## src/rtl/tmr_mon_pkg.sv

```systemverilog
// Shared types, encodings and helpers for the TMR fault monitor.
package tmr_mon_pkg;

    typedef enum logic [1:0] {
        NORMAL   = 2'b00,
        DEGRADED = 2'b01,
        FAILED   = 2'b10
    } mon_state_t;

    localparam logic [1:0] MAJ_ALL  = 2'b00;
    localparam logic [1:0] MAJ_ONE  = 2'b01;
    localparam logic [1:0] MAJ_NONE = 2'b10;

    localparam logic [1:0] ID_UNCORR = 2'd0;
    localparam logic [1:0] ID_ALU1   = 2'd1;
    localparam logic [1:0] ID_ALU2   = 2'd2;
    localparam logic [1:0] ID_ALU3   = 2'd3;

    typedef struct packed {
        logic       ev_single;
        logic       ev_uncorr;
        logic [1:0] id;
    } vote_class_t;

    // Decode the pairwise match flags and cross-check them against the voter status.
    function automatic vote_class_t classify_vote(input logic m12, input logic m13,
                                                  input logic m23, input logic [1:0] status);
        vote_class_t c;
        c.ev_single = 1'b0;
        c.ev_uncorr = 1'b0;
        c.id        = ID_UNCORR;
        case ({m12, m13, m23})
            3'b111: c.ev_uncorr = (status != MAJ_ALL);
            3'b100: begin
                if (status == MAJ_ONE) begin c.ev_single = 1'b1; c.id = ID_ALU3; end
                else c.ev_uncorr = 1'b1;
            end
            3'b010: begin
                if (status == MAJ_ONE) begin c.ev_single = 1'b1; c.id = ID_ALU2; end
                else c.ev_uncorr = 1'b1;
            end
            3'b001: begin
                if (status == MAJ_ONE) begin c.ev_single = 1'b1; c.id = ID_ALU1; end
                else c.ev_uncorr = 1'b1;
            end
            default: c.ev_uncorr = 1'b1;
        endcase
        return c;
    endfunction

    // Number of set bits in a 3-bit vector.
    function automatic logic [1:0] count_ones3(input logic [2:0] v);
        return 2'(v[0]) + 2'(v[1]) + 2'(v[2]);
    endfunction

endpackage

```

## src/rtl/fault_log_fifo.sv

```systemverilog
// Fault event log: registered FIFO, valid/ready pop, drop-on-full push with sticky overflow.
module fault_log_fifo #(
    parameter int unsigned W     = 2,
    parameter int unsigned DEPTH = 8
) (
    input  logic         clk,
    input  logic         rst_n,
    input  logic         i_clear,
    input  logic         i_push,
    input  logic [W-1:0] i_data,
    output logic         o_valid,
    input  logic         i_ready,
    output logic [W-1:0] o_data,
    output logic         o_overflow
);

    localparam int unsigned AW = $clog2(DEPTH);

    logic [W-1:0]  r_mem [DEPTH];
    logic [AW-1:0] r_wr_ptr;
    logic [AW-1:0] r_rd_ptr;
    logic [AW:0]   r_count;
    logic          r_overflow;

    logic w_empty;
    logic w_full;
    logic w_pop;
    logic w_push_ok;

    assign w_empty   = (r_count == '0);
    assign w_full    = (r_count == (AW+1)'(DEPTH));
    assign w_pop     = !w_empty && i_ready;
    assign w_push_ok = i_push && (!w_full || w_pop);

    // Pointer, occupancy and overflow bookkeeping.
    always_ff @(posedge clk or negedge rst_n) begin
        if (!rst_n) begin
            r_wr_ptr   <= '0;
            r_rd_ptr   <= '0;
            r_count    <= '0;
            r_overflow <= 1'b0;
        end else if (i_clear) begin
            r_wr_ptr   <= '0;
            r_rd_ptr   <= '0;
            r_count    <= '0;
            r_overflow <= 1'b0;
        end else begin
            if (w_push_ok) r_wr_ptr <= r_wr_ptr + AW'(1);
            if (w_pop)     r_rd_ptr <= r_rd_ptr + AW'(1);
            if (w_push_ok && !w_pop)      r_count <= r_count + (AW+1)'(1);
            else if (!w_push_ok && w_pop) r_count <= r_count - (AW+1)'(1);
            if (i_push && !w_push_ok) r_overflow <= 1'b1;
        end
    end

    // Entry storage; contents are masked while empty so no reset is needed.
    always_ff @(posedge clk) begin
        if (w_push_ok && !i_clear) r_mem[r_wr_ptr] <= i_data;
    end

    assign o_valid    = !w_empty;
    assign o_data     = w_empty ? '0 : r_mem[r_rd_ptr];
    assign o_overflow = r_overflow;

endmodule

```

## src/rtl/tmr_fault_monitor.sv

```systemverilog
// TMR voter fault monitor: classifies voted ops, counts per-ALU errors, flags persistent
// single-ALU faults, logs events and raises a level interrupt.
// Optional macro TMR_MON_PC_LOG_EN: when defined, log entries carry the op PC.
module tmr_fault_monitor
    import tmr_mon_pkg::*;
#(
    parameter int unsigned N          = 64,
    parameter int unsigned CNT_W      = 16,
    parameter int unsigned PERSIST_TH = 4,
    parameter int unsigned LOG_DEPTH  = 8
) (
    input  logic             clk,
    input  logic             rst_n,
    input  logic             valid_E,
    input  logic [N-1:0]     PC_E,
    input  logic             alu1_alu2_match,
    input  logic             alu1_alu3_match,
    input  logic             alu2_alu3_match,
    input  logic [1:0]       majority_status,
    input  logic             clear,
    output logic [CNT_W-1:0] err_cnt1,
    output logic [CNT_W-1:0] err_cnt2,
    output logic [CNT_W-1:0] err_cnt3,
    output logic [2:0]       alu_degraded,
    output logic [1:0]       mon_state,
    output logic             log_valid,
    input  logic             log_ready,
    output logic [N-1:0]     log_pc,
    output logic [1:0]       log_id,
    output logic             log_overflow,
    output logic             fault_irq
);

    localparam int unsigned CONS_W = 4;
    localparam logic [CNT_W-1:0]  CNT_MAX  = {CNT_W{1'b1}};
    localparam logic [CONS_W-1:0] CONS_MAX = {CONS_W{1'b1}};
`ifdef TMR_MON_PC_LOG_EN
    localparam int unsigned LOG_W = N + 2;
`else
    localparam int unsigned LOG_W = 2;
`endif

    logic [CNT_W-1:0]  r_err_cnt [3];
    logic [CONS_W-1:0] r_consec  [3];
    logic [2:0]        r_deg;
    mon_state_t        r_state;

    vote_class_t       w_cls;
    logic              w_single;
    logic              w_uncorr;
    logic              w_no_evt;
    logic [CNT_W-1:0]  w_err_nxt    [3];
    logic [CONS_W-1:0] w_consec_nxt [3];
    logic [2:0]        w_deg_nxt;
    logic [1:0]        w_deg_cnt;
    logic              w_push;
    logic [LOG_W-1:0]  w_push_data;
    logic [LOG_W-1:0]  w_head;

    assign w_cls     = classify_vote(alu1_alu2_match, alu1_alu3_match, alu2_alu3_match,
                                     majority_status);
    assign w_single  = valid_E && w_cls.ev_single;
    assign w_uncorr  = valid_E && w_cls.ev_uncorr;
    assign w_no_evt  = valid_E && !w_cls.ev_single && !w_cls.ev_uncorr;
    assign w_deg_cnt = count_ones3(w_deg_nxt);

    // Next-state error counts, consecutive-fault runs and degraded flags.
    always_comb begin
        w_err_nxt    = r_err_cnt;
        w_consec_nxt = r_consec;
        w_deg_nxt    = r_deg;
        for (int i = 0; i < 3; i++) begin
            if (w_single) begin
                if (w_cls.id == 2'(i + 1)) begin
                    if (r_err_cnt[i] != CNT_MAX) w_err_nxt[i] = r_err_cnt[i] + CNT_W'(1);
                    if (r_consec[i] != CONS_MAX) w_consec_nxt[i] = r_consec[i] + CONS_W'(1);
                end else begin
                    w_consec_nxt[i] = '0;
                end
            end else if (w_no_evt) begin
                w_consec_nxt[i] = '0;
            end
            if (w_consec_nxt[i] == CONS_W'(PERSIST_TH)) w_deg_nxt[i] = 1'b1;
        end
    end

    // Statistics registers; clear wins over a same-cycle event.
    always_ff @(posedge clk or negedge rst_n) begin
        if (!rst_n) begin
            for (int i = 0; i < 3; i++) begin
                r_err_cnt[i] <= '0;
                r_consec[i]  <= '0;
            end
            r_deg <= '0;
        end else if (clear) begin
            for (int i = 0; i < 3; i++) begin
                r_err_cnt[i] <= '0;
                r_consec[i]  <= '0;
            end
            r_deg <= '0;
        end else begin
            r_err_cnt <= w_err_nxt;
            r_consec  <= w_consec_nxt;
            r_deg     <= w_deg_nxt;
        end
    end

    // Health FSM, driven by the next-state degraded flags and this cycle's event.
    always_ff @(posedge clk or negedge rst_n) begin
        if (!rst_n) begin
            r_state <= NORMAL;
        end else if (clear) begin
            r_state <= NORMAL;
        end else begin
            case (r_state)
                NORMAL: begin
                    if (w_uncorr || (w_deg_cnt >= 2'd2)) r_state <= FAILED;
                    else if (w_deg_cnt == 2'd1)          r_state <= DEGRADED;
                end
                DEGRADED: begin
                    if (w_uncorr || (w_deg_cnt >= 2'd2)) r_state <= FAILED;
                end
                FAILED:  r_state <= FAILED;
                default: r_state <= NORMAL;
            endcase
        end
    end

    assign w_push = (w_single || w_uncorr) && !clear;

`ifdef TMR_MON_PC_LOG_EN
    assign w_push_data = {PC_E, w_cls.id};
    assign log_pc      = w_head[LOG_W-1:2];
`else
    logic w_unused_pc;
    assign w_unused_pc = ^PC_E;
    assign w_push_data = w_cls.id;
    assign log_pc      = '0;
`endif
    assign log_id = w_head[1:0];

    fault_log_fifo #(
        .W     (LOG_W),
        .DEPTH (LOG_DEPTH)
    ) u_log (
        .clk        (clk),
        .rst_n      (rst_n),
        .i_clear    (clear),
        .i_push     (w_push),
        .i_data     (w_push_data),
        .o_valid    (log_valid),
        .i_ready    (log_ready),
        .o_data     (w_head),
        .o_overflow (log_overflow)
    );

    assign err_cnt1     = r_err_cnt[0];
    assign err_cnt2     = r_err_cnt[1];
    assign err_cnt3     = r_err_cnt[2];
    assign alu_degraded = r_deg;
    assign mon_state    = r_state;
    assign fault_irq    = log_valid || (r_state == FAILED) || log_overflow;

endmodule

```

## config.mk

```make
export PLATFORM = sky130hd
export DESIGN_NAME = tmr_fault_monitor
export DESIGN_NICKNAME = d
export VERILOG_FILES = /design/src/rtl/tmr_mon_pkg.sv /design/src/rtl/fault_log_fifo.sv /design/src/rtl/tmr_fault_monitor.sv
export SDC_FILE = /design/constraint.sdc
export NUM_CORES = 1
export LEC_CHECK = 0
export CAP_MARGIN = 20
export CORE_UTILIZATION = 50
export DETAILED_ROUTE_END_ITERATION = 16
export HOLD_SLACK_MARGIN = 0.12
export PLACE_DENSITY = 0.95
export SLEW_MARGIN = 25
export SYNTH_ARGS = -nofsm -noshare
export SYNTH_HDL_FRONTEND = slang
export SYNTH_HIERARCHICAL = 1
export SYNTH_SLANG_ARGS = --single-unit
```

## constraint.sdc

```tcl
create_clock -name clk -period 4.3 [get_ports clk]
set_input_delay 0.86 -clock clk [delete_from_list [all_inputs] [get_ports clk]]
set_output_delay 0.86 -clock clk [all_outputs]
set_load 0.02 [all_outputs]
```

==> impl_metrics.env <==
export IMPL_detail_route_wl_per_cell_um=13.9
export IMPL_p_leak_nw=2.69
export IMPL_die_area_um2=11700
export IMPL_avgSynthCellArea_um2=9.63
export IMPL_synth_top_family_by_area="simple AND/OR/NAND/NOR gates"
export IMPL_grt_usage_pct=19.9
export IMPL_drc=0
export IMPL_vias_per_cell=5.47
export IMPL_r2r_end="mon_state[1]$_DFFE_PN0P_"
export IMPL_setup_ws_ns=0.486
export IMPL_swShare_pct=30.5
export IMPL_clock_fmax_ghz=0.262
export IMPL_grt_max_degree=83
export IMPL_path_class="in -> reg"
export IMPL_seqPwrFrac_pct=40.4
export IMPL_io_pins=196
export IMPL_synth_edf_count=16
export IMPL_finalCritPeriodShare_pct=88.7
export IMPL_hold_viol=0
export IMPL_async_reset_ff_share_pct=82.6
export IMPL_p_per_area_nw_per_um2=371
export IMPL_nFillCells=915
export IMPL_setup_tns_final_ns=0
export IMPL_antenna_found_initial=0
export IMPL_rrSetupSlack_ns=1.31
export IMPL_ys_flop_type="dfrtp_1"
export IMPL_cts_resized=0
export IMPL_die_y_um=108
export IMPL_totalWireLength_um=11000
export IMPL_grt_setup_unrepaired="false"
export IMPL_synth_area_um2=5640
export IMPL_r2r_start="r_consec[0]$_DFF_PN0_"
export IMPL_flow_area_growth_from_synthesis_pct=15.3
export IMPL_clk_latency_ns=0.35
export IMPL_slew_violations=0
export IMPL_drt_iter0_drc=302
export IMPL_status="finished clean"
export IMPL_cp_arrival_ns=4.02
export IMPL_layout_drive_gt1_share_pct=7.82
export IMPL_worst_pin_slew_ns=0.851
export IMPL_cts_root_buf="clkbuf_16"
export IMPL_clkPwrFrac_pct=36.4
export IMPL_vias=4333
export IMPL_grt_first_pass_wirelength_um=18300
export IMPL_start_util_pct=51.6
export IMPL_layout_common_cells="dfrtp_1, nor2_1, clkdlybuf4s50_1"
export IMPL_cts_sinks=92
export IMPL_clk_path_buf_depth=2
export IMPL_seq_area_frac_synth_pct=42.2
export IMPL_layout_commonest_cell="dfrtp_1"
export IMPL_cp_start_kind="primary input"
export IMPL_cp_startpoint="alu2_alu3_match"
export IMPL_hold_buffers=0
export IMPL_hold_class="in -> async"
export IMPL_synth_cells=586
export IMPL_post_cts_buffers=0
export IMPL_dp_hpwl_um=7610
export IMPL_htree_levels=3
export IMPL_rows=38
export IMPL_r2r_cells=11
export IMPL_drv_cap=0
export IMPL_grt_pass1_vias=3957
export IMPL_slew_headroom_pct=42.8
export IMPL_core_area_um2=10900
export IMPL_synth_xor_area_share_pct=6.83
export IMPL_switching_power_uw=735
export IMPL_path_clk_slew_ns=0.07
export IMPL_crit_required_ns=4.51
export IMPL_cts_tree="done"
export IMPL_antenna_left=0
export IMPL_synth_compound_area_share_pct=11.8
export IMPL_synth_simple_area_share_pct=20.5
export IMPL_p_comb_share_pct=23.2
export IMPL_place_ws_ns=0.186
export IMPL_synth_seq_cells=92
export IMPL_clock_skew_ns=0.00996
export IMPL_yosysUniqueCellTypes=74
export IMPL_firstDrtPassIters=5
export IMPL_yosys_warnings=6
export IMPL_placed_cell_area_um2=6170
export IMPL_synthAdderAreaFrac_pct=3.82
export IMPL_final_nets=737
export IMPL_setup_viol=0
export IMPL_worstSetupEndpointType="register"
export IMPL_cp_max_fo=11
export IMPL_peakVddDrop_mv=0.365
export IMPL_crit_path_end="mon_state[1]$_DFFE_PN0P_"
export IMPL_io_buffer_count=67
export IMPL_fin_area_um2=6500
export IMPL_muxShareOfSynthArea_pct=2.84
export IMPL_fin_util_pct=59.5
export IMPL_overflow=0
export IMPL_die_w_um=108
export IMPL_diodes=0
export IMPL_intPower_mw=1.68
export IMPL_min_period_ns=3.81
export IMPL_cts_buffers=9
export IMPL_gp_congestion=0.827
[cell families after synthesis]
kind of cell | after synthesis
AO/OA/AOI/OAI | 96
adder cells (fa/ha/maj) | 16
buffers and inverters | 105
multiplexers | 11
XOR/XNOR | 44
AND/OR/NAND/NOR | 221
other | 1
flip-flops | 92
[registers in the layout, summed over array words and instances, names as in the netlist]
| name | count |
|---|---|
| mon_state | 2 |
| u_log/o_overflow | 1 |
| u_log/r_wr_ptr | 3 |
| u_log/r_rd_ptr | 3 |
| err_cnt1 | 16 |
| r_consec | 12 |
| err_cnt2 | 16 |
| u_log/r_mem | 16 |
| err_cnt3 | 16 |
| alu_degraded | 3 |
| u_log/r_count | 4 |
[worst min path at each step]
| stage | depth (start not counted) | start | to | slack (ns) |
|---|---|---|---|---|
| after CTS | 2 | u_log/o_overflow$_DFFE_PN0P_ | u_log/o_overflow$_DFFE_PN0P_ | 0.53 |
| after global placement | 2 | u_log/o_overflow$_DFFE_PN0P_ | u_log/o_overflow$_DFFE_PN0P_ | 0.50 |
| after global routing | 2 | u_log/o_overflow$_DFFE_PN0P_ | u_log/o_overflow$_DFFE_PN0P_ | 0.57 |
| final | 1 | rst_n | err_cnt1[8]$_DFFE_PN0P_ | 0.51 |
| after detailed placement | 2 | u_log/o_overflow$_DFFE_PN0P_ | u_log/o_overflow$_DFFE_PN0P_ | 0.52 |
| after floorplan | 1 | r_consec[8]$_DFF_PN0_ | r_consec[8]$_DFF_PN0_ | 0.50 |
[routing by layer]
layer / global-route usage, % / wire [um]
met5: 0 / 0
met4: 6.85 / 161
met3: 4.70 / 732
met2: 33.6 / 5380
met1: 25.1 / 4750
[through the flow]
| stage | hold slack (ns) | instances | power [mW] |
|---|---|---|---|
| after global routing | 0.572 | 792 | 2.53 |
| final | 0.509 | 792 | 2.41 |
| after detailed placement | 0.520 | 776 | 1.55 |
| after CTS | 0.534 | 792 | 2.43 |
| after global placement | 0.500 | 776 | 1.53 |
| after floorplan | 0.501 | 649 | 1.44 |
[final cells by class]
cell class | count | area [um^2] | share of cell area, %
Clock buffer | 10 | 239 | 3.67
Sequential cell | 92 | 2380 | 36.6
Timing Repair Buffer | 75 | 727 | 11.2
Multi-Input combinational cell | 452 | 2820 | 43.4
Clock inverter | 6 | 93.8 | 1.44
Tap cell | 140 | 175 | 2.69
Inverter | 17 | 63.8 | 0.981
[worst max-delay path: stages]
cell and delay (ns):
clkdlybuf4s50_1 0.59, or2b_1 0.31, o21ai_1 0.19, o21ai_0 0.12, buf_4 0.19, a221oi_1 0.38, a21oi_1 0.14, nor2_1 0.21
fa_1 0.45, inv_1 0.08, a21oi_1 0.07, o311ai_0 0.29, nand3_1 0.14
[synth_stat cells (3+ instances only)]
| cell type | number | area (um^2) |
|---|---|---|
| nor3_1 | 18 | 90.1 |
| edfxtp_1 | 16 | 480 |
| a21oi_1 | 33 | 165 |
| buf_4 | 64 | 480 |
| nand3_1 | 17 | 85.1 |
| mux2i_1 | 7 | 70.1 |
| and3_1 | 8 | 50.1 |
| mux4_2 | 4 | 90.1 |
| nor2b_1 | 7 | 43.8 |
| o21bai_1 | 3 | 22.5 |
| a211oi_1 | 4 | 30.0 |
| dfrtp_1 | 76 | 1900 |
| clkbuf_1 | 15 | 56.3 |
| ha_1 | 14 | 175 |
| a31oi_1 | 5 | 31.3 |
| inv_1 | 16 | 60.1 |
| or3_1 | 11 | 68.8 |
| nor2_1 | 74 | 278 |
| o21ai_0 | 17 | 85.1 |
| nand4_1 | 15 | 93.8 |
| nor4_1 | 6 | 37.5 |
| buf_6 | 4 | 45.0 |
| a311oi_1 | 6 | 52.6 |
| xor2_1 | 21 | 184 |
| a211o_1 | 3 | 26.3 |
| xnor2_1 | 23 | 201 |
| nand2_1 | 34 | 128 |
| buf_2 | 5 | 25.0 |
[power groups by stage]
stage / combinational [mW] / sequential, mW / clock [mW]
final: 0.560 / 0.974 / 0.878
after global routing: 0.619 / 0.979 / 0.936
after CTS: 0.559 / 0.974 / 0.897
after detailed placement: 0.556 / 0.990 / 0
after global placement: 0.537 / 0.988 / 0
after floorplan: 0.474 / 0.966 / 0
Note: power is estimated with default switching activity, not from simulation.
